`config.mk`:
```
export PLATFORM = sky130hd
export DESIGN_NAME = uart_tx_framer
export DESIGN_NICKNAME = d
export VERILOG_FILES = /design/src/rtl/uart_pkg.sv /design/src/rtl/uart_bit_timer.sv /design/src/rtl/uart_tx_framer.sv
export SDC_FILE = /design/constraint.sdc
export NUM_CORES = 1
export LEC_CHECK = 0
export ABC_AREA = 1
export BUFFER_PORTS_ARGS = -buffer_cell sky130_fd_sc_hd__buf_4
export CORE_AREA = 2 2 49 55
export DETAILED_ROUTE_END_ITERATION = 16
export DIE_AREA = 0 0 51 57
export PLACE_DENSITY = 0.72
export RECOVER_POWER = 25
export SLEW_MARGIN = 5
export SYNTH_ARGS = -nofsm -noshare
export SYNTH_HDL_FRONTEND = slang
export SYNTH_HIERARCHICAL = 1
export SYNTH_SLANG_ARGS = --single-unit
```
`constraint.sdc`:
```
create_clock -name clk -period 2.85 [get_ports clk]
set_input_delay 0.4275 -clock clk [delete_from_list [all_inputs] [get_ports clk]]
set_output_delay 0.4275 -clock clk [all_outputs]
set_load 0.005 [all_outputs]
```
`src/rtl/uart_pkg.sv`:
```
// Shared UART definitions: transmit FSM states and frame-length helper.
// Reused by the transmit framer and the future receiver.
package uart_pkg;

  typedef enum logic [2:0] {
    IDLE,
    START,
    DATA,
    PARITY,
    STOP
  } tx_state_e;

  // Total bit periods in one frame: start + data + optional parity + stop.
  function automatic int frame_bits(input int data_bits, input int parity_en, input int stop_bits);
    return 1 + data_bits + parity_en + stop_bits;
  endfunction

endpackage

```
`src/rtl/uart_bit_timer.sv`:
```
// Bit-period timer: tick marks the last clk cycle of each CLKS_PER_BIT period.
// Latency: tick is decoded from the count register, no extra delay.
// Backpressure: none; clear restarts the period from zero.
module uart_bit_timer #(
  parameter int CLKS_PER_BIT = 16
) (
  input  logic clk,
  input  logic reset,
  input  logic clear,
  output logic tick
);

  localparam int CW = (CLKS_PER_BIT > 1) ? $clog2(CLKS_PER_BIT) : 1;

  logic [CW-1:0] cnt;

  assign tick = (cnt == CW'(CLKS_PER_BIT - 1));

  always_ff @(posedge clk) begin
    if (reset || clear || tick) begin
      cnt <= '0;
    end else begin
      cnt <= cnt + 1'b1;
    end
  end

endmodule

```
`src/rtl/uart_tx_framer.sv`:
```
// UART transmitter: start, DATA_BITS LSB-first, optional parity, 1-2 stop bits.
// Latency: tx falls the cycle after accept; frame spans F*CLKS_PER_BIT cycles.
// Backpressure: tx_ready only in IDLE; tx_valid is ignored while a frame is in flight.
module uart_tx_framer
  import uart_pkg::*;
#(
  parameter int DATA_BITS    = 8,
  parameter int CLKS_PER_BIT = 16,
  parameter int STOP_BITS    = 1,
  parameter int PARITY_EN    = 0,
  parameter int PARITY_ODD   = 0
) (
  input  logic                 clk,
  input  logic                 reset,
  input  logic [DATA_BITS-1:0] tx_data,
  input  logic                 tx_valid,
  output logic                 tx_ready,
  output logic                 tx,
  output logic                 busy,
  output logic                 done
);

  localparam int IW = $clog2(DATA_BITS + 1);

  if (DATA_BITS < 5 || DATA_BITS > 9) begin : g_bad_data_bits
    $error("uart_tx_framer: DATA_BITS must be in 5..9");
  end
  if (CLKS_PER_BIT < 2) begin : g_bad_clks_per_bit
    $error("uart_tx_framer: CLKS_PER_BIT must be >= 2");
  end
  if (STOP_BITS != 1 && STOP_BITS != 2) begin : g_bad_stop_bits
    $error("uart_tx_framer: STOP_BITS must be 1 or 2");
  end
  if (PARITY_EN != 0 && PARITY_EN != 1) begin : g_bad_parity_en
    $error("uart_tx_framer: PARITY_EN must be 0 or 1");
  end
  if (PARITY_ODD != 0 && PARITY_ODD != 1) begin : g_bad_parity_odd
    $error("uart_tx_framer: PARITY_ODD must be 0 or 1");
  end

  tx_state_e            state, state_n;
  logic [DATA_BITS-1:0] shreg, shreg_n;
  logic [IW-1:0]        idx, idx_n;
  logic                 par, par_n;
  logic                 stop_cnt, stop_n;
  logic                 tx_n;
  logic                 tick;
  logic                 bit_clear;
  logic                 stop_last;

  assign tx_ready  = (state == IDLE) && !reset;
  assign stop_last = (stop_cnt == 1'(STOP_BITS - 1));
  assign bit_clear = (state_n != state);
  // Decoded purely from registers: high exactly in the final cycle of the last stop bit.
  assign done      = (state == STOP) && stop_last && tick;

  uart_bit_timer #(
    .CLKS_PER_BIT(CLKS_PER_BIT)
  ) u_bit_timer (
    .clk  (clk),
    .reset(reset),
    .clear(bit_clear),
    .tick (tick)
  );

  always_comb begin
    state_n = state;
    shreg_n = shreg;
    idx_n   = idx;
    par_n   = par;
    stop_n  = stop_cnt;
    case (state)
      IDLE: begin
        if (tx_valid && tx_ready) begin
          shreg_n = tx_data;
          par_n   = (^tx_data) ^ (PARITY_ODD != 0);
          idx_n   = '0;
          state_n = START;
        end
      end
      START: begin
        if (tick) state_n = DATA;
      end
      DATA: begin
        if (tick) begin
          shreg_n = shreg >> 1;
          idx_n   = idx + 1'b1;
          if (idx == IW'(DATA_BITS - 1)) begin
            state_n = (PARITY_EN != 0) ? PARITY : STOP;
            stop_n  = 1'b0;
          end
        end
      end
      PARITY: begin
        if (tick) begin
          state_n = STOP;
          stop_n  = 1'b0;
        end
      end
      STOP: begin
        if (tick) begin
          if (stop_last) state_n = IDLE;
          else           stop_n  = stop_cnt + 1'b1;
        end
      end
      default: state_n = IDLE;
    endcase

    // tx is registered, so drive the value belonging to the next state.
    case (state_n)
      START:   tx_n = 1'b0;
      DATA:    tx_n = shreg_n[0];
      PARITY:  tx_n = par_n;
      default: tx_n = 1'b1;
    endcase
  end

  always_ff @(posedge clk) begin
    if (reset) begin
      state    <= IDLE;
      shreg    <= '0;
      idx      <= '0;
      par      <= 1'b0;
      stop_cnt <= 1'b0;
      tx       <= 1'b1;
      busy     <= 1'b0;
    end else begin
      state    <= state_n;
      shreg    <= shreg_n;
      idx      <= idx_n;
      par      <= par_n;
      stop_cnt <= stop_n;
      tx       <= tx_n;
      busy     <= (state_n != IDLE);
    end
  end

endmodule

```
==> results.md <==
- Period Utilization, post-route: 0.726
- Final min period: 2070 ps
- First-pass GRT wire length: 4130 µm
- Global route overflow: 0
- CP arrival: 2310 ps
- Die area: 2910 µm²
- Post-CTS Setup Inserts: 0
- Hold Buf Count CTS: 0
- Post-CTS sizing: 0
- Design area: 1400 µm²
- Hold_ws: 381 ps
- Area contributors post-synth: dfxtp_1, nand2_1, inv_1
- DPL Wire Length: 1850 µm
- Initial antenna violation count: 0
- Buf+Inv Stages, Crit Path: 1
- Die Y: 57 µm
- FMAX: 484 MHz
- CP max-delay cell: dfxtp_1
- Unrepaired setup endpoints after global routing: false
- Gpl congestion: 0.787
- Mapped Avg Cell Area: 6.44 µm²
- Critical path cell sequence: ha_1 -> nand3_2 -> inv_1 -> nand4_1 -> o21ai_0 -> nor2_1 -> a21oi_1 -> nand4_1 -> nor2_1 -> nand2_2 -> a21oi_1
- Slew Limit Fails: 0
- Yosys reg bits: 22
- Final TNS setup: 0 ps
- Fill count: 253
- Yosys top cell by area: dfxtp_1
- Maximum VDD drop: 285 µV
- Worst EP required: 3090 ps
- CTS sink cnt: 22
- CP max FO: 6
- Worst relative slew slack: 0.629
- Worst-Skew Late Latency: 300 ps
- Ports: 15
- Synthesized area: 1240 µm²
- Worst setup SP type: flip-flop
- Outcome: finished, final reports clean
- Core box area: 2400 µm²
- Final hold viol count: 0
- Cell Area, Placed: 1370 µm²
- Cell Pwr Density: 430 nW/µm²
- Initial DRC Count: 36
- Nets: 223
- Cells after Synth: 193
- Die width: 51 µm
- Worst slew pin tran: 555 ps
- TritonCTS clock tree: done
- Crit. End Element: flip-flop
- DRT Pass-1 Iters: 4
- Vias in the first global route: 1058
- Hold WC Path Type: in2reg
- Vias per cell: 4.92
- Clk_skew: 1.18 ps
- Warnings from Yosys: 6
- Area growth from synthesis to layout: 12.3%
- Sequential-to-total area share from yosys stat: 0.354
- Root Buffer: clkbuf_4
- Mapped Nets: 206
- Crit path kind: reg2reg
- Detail Route Antenna Nets: 0
- Crit-path leading delay family: simple AND/OR/NAND/NOR gates
- Clk pin slew, worst setup/hold paths: 110 ps
- FP Rows: 19
- Ant diodes: 0
- Synth cell types: 27
- Max Cap Viol: 0
- Initial Util: 0.518
- GRT Total Usage: 0.183
- Largest net degree at the start of global routing: 13
- H-tree depth: 1
- WL final: 2340 µm
- Largest stage delay on the critical path: 390 ps
- WL/cell: 9.75 µm
- Yosys top cell area share: 0.354
- Final core utilization: 0.582
- Layout cells sized above 1: 0.139
- Setup violators final: 0
- Vias post-DR: 1181
- Pleak: 0.710 nW
- Max clock buf depth: 2
- CTS buffer count: 3
- Number of remaining DRC errors: 0
- PortBufs: 14
## cell families (layout without fill, tap and decap cells)
| family | after synthesis | count (layout) | synth area share |
|---|---|---|---|
| flip-flops | 22 | 22 | 0.354 |
| buffers and inverters | 44 | 60 | 0.146 |
| adder cells (fa/ha/maj) | 2 | 2 | 0.0201 |
| AO/OA/AOI/OAI | 27 | 27 | 0.115 |
| XOR/XNOR | 2 | 2 | 0.0141 |
| AND/OR/NAND/NOR | 96 | 96 | 0.351 |
## report_power, final
part	leakage, nW	total [W]	switching [W]	internal [W]
registers	0.180	0.000331	0.00000781	0.000323
clock network	0.0210	0.000166	0.0000883	0.0000779
logic	0.510	0.000103	0.0000602	0.0000428
## state kept, by name, summed over array words and instances, names as in the netlist
signal and flops:
par 1, u_bit_timer/cnt 4, busy 1, shreg 8, state 3, idx 4
tx 1
## cell type report
class	count	area [µm²]	area share
clock buffer	4	36.3	0.0260
inverter	42	163	0.116
multi-input combinational	127	613	0.439
sequential	22	440	0.315
tap	31	38.8	0.0278
timing repair buffer	14	105	0.0753
## stage by stage
stage                     instances  setup slack [ps]  total power (W)
after floorplan                 193              1180         0.000411
after global placement          236               950         0.000439
after detailed placement        236               911         0.000442
after CTS                       240               804         0.000612
after global routing            240               564         0.000639
final                           240               782         0.000600
## layer usage
metal	vias to the layer above	global-route usage	wire (µm)	share of wire
met5	-	0	0	0
met4	0	0.0695	17	0.0073
met3	2	0.0314	74	0.032
met2	22	0.304	1120	0.48
met1	530	0.235	1130	0.48
li1	627	-	-	-
## synthesized netlist by cell type, drive strengths merged
cell type / number
nor4: 1
nor3b: 1
inv: 42
o22ai: 5
o21ai: 13
dfxtp: 22
a21oi: 8
nand4: 4
nand2: 52
xnor2: 2
nand3: 9
ha: 2
or2: 1
nor3: 1
nor2: 27
a31oi: 1
buf: 2
## placed cells by master (no fill, tap or decap), drive strengths merged
cell | Yosys | final
o22ai | 5 | 5
nor3 | 1 | 1
xnor2 | 2 | 2
a21oi | 8 | 8
clkbuf | 0 | 7
nor4 | 1 | 1
dfxtp | 22 | 22
inv | 42 | 42
a31oi | 1 | 1
or2 | 1 | 1
nand4 | 4 | 4
nor2 | 27 | 27
buf | 2 | 11
nand3 | 9 | 9
nand2 | 52 | 52
ha | 2 | 2
nor3b | 1 | 1
o21ai | 13 | 13
## worst paths after layout
kind	end	slack (ps)	start	cells after the start
worst max-delay path	u_bit_timer/cnt[3]	780	u_bit_timer/cnt[0]	11
worst min-delay path	state[0]	380	reset	2
worst max register to register	u_bit_timer/cnt[3]	780	u_bit_timer/cnt[0]	11
worst min register to register	u_bit_timer/cnt[0]	480	u_bit_timer/cnt[0]	1
Power figures use the tool's default switching activity.
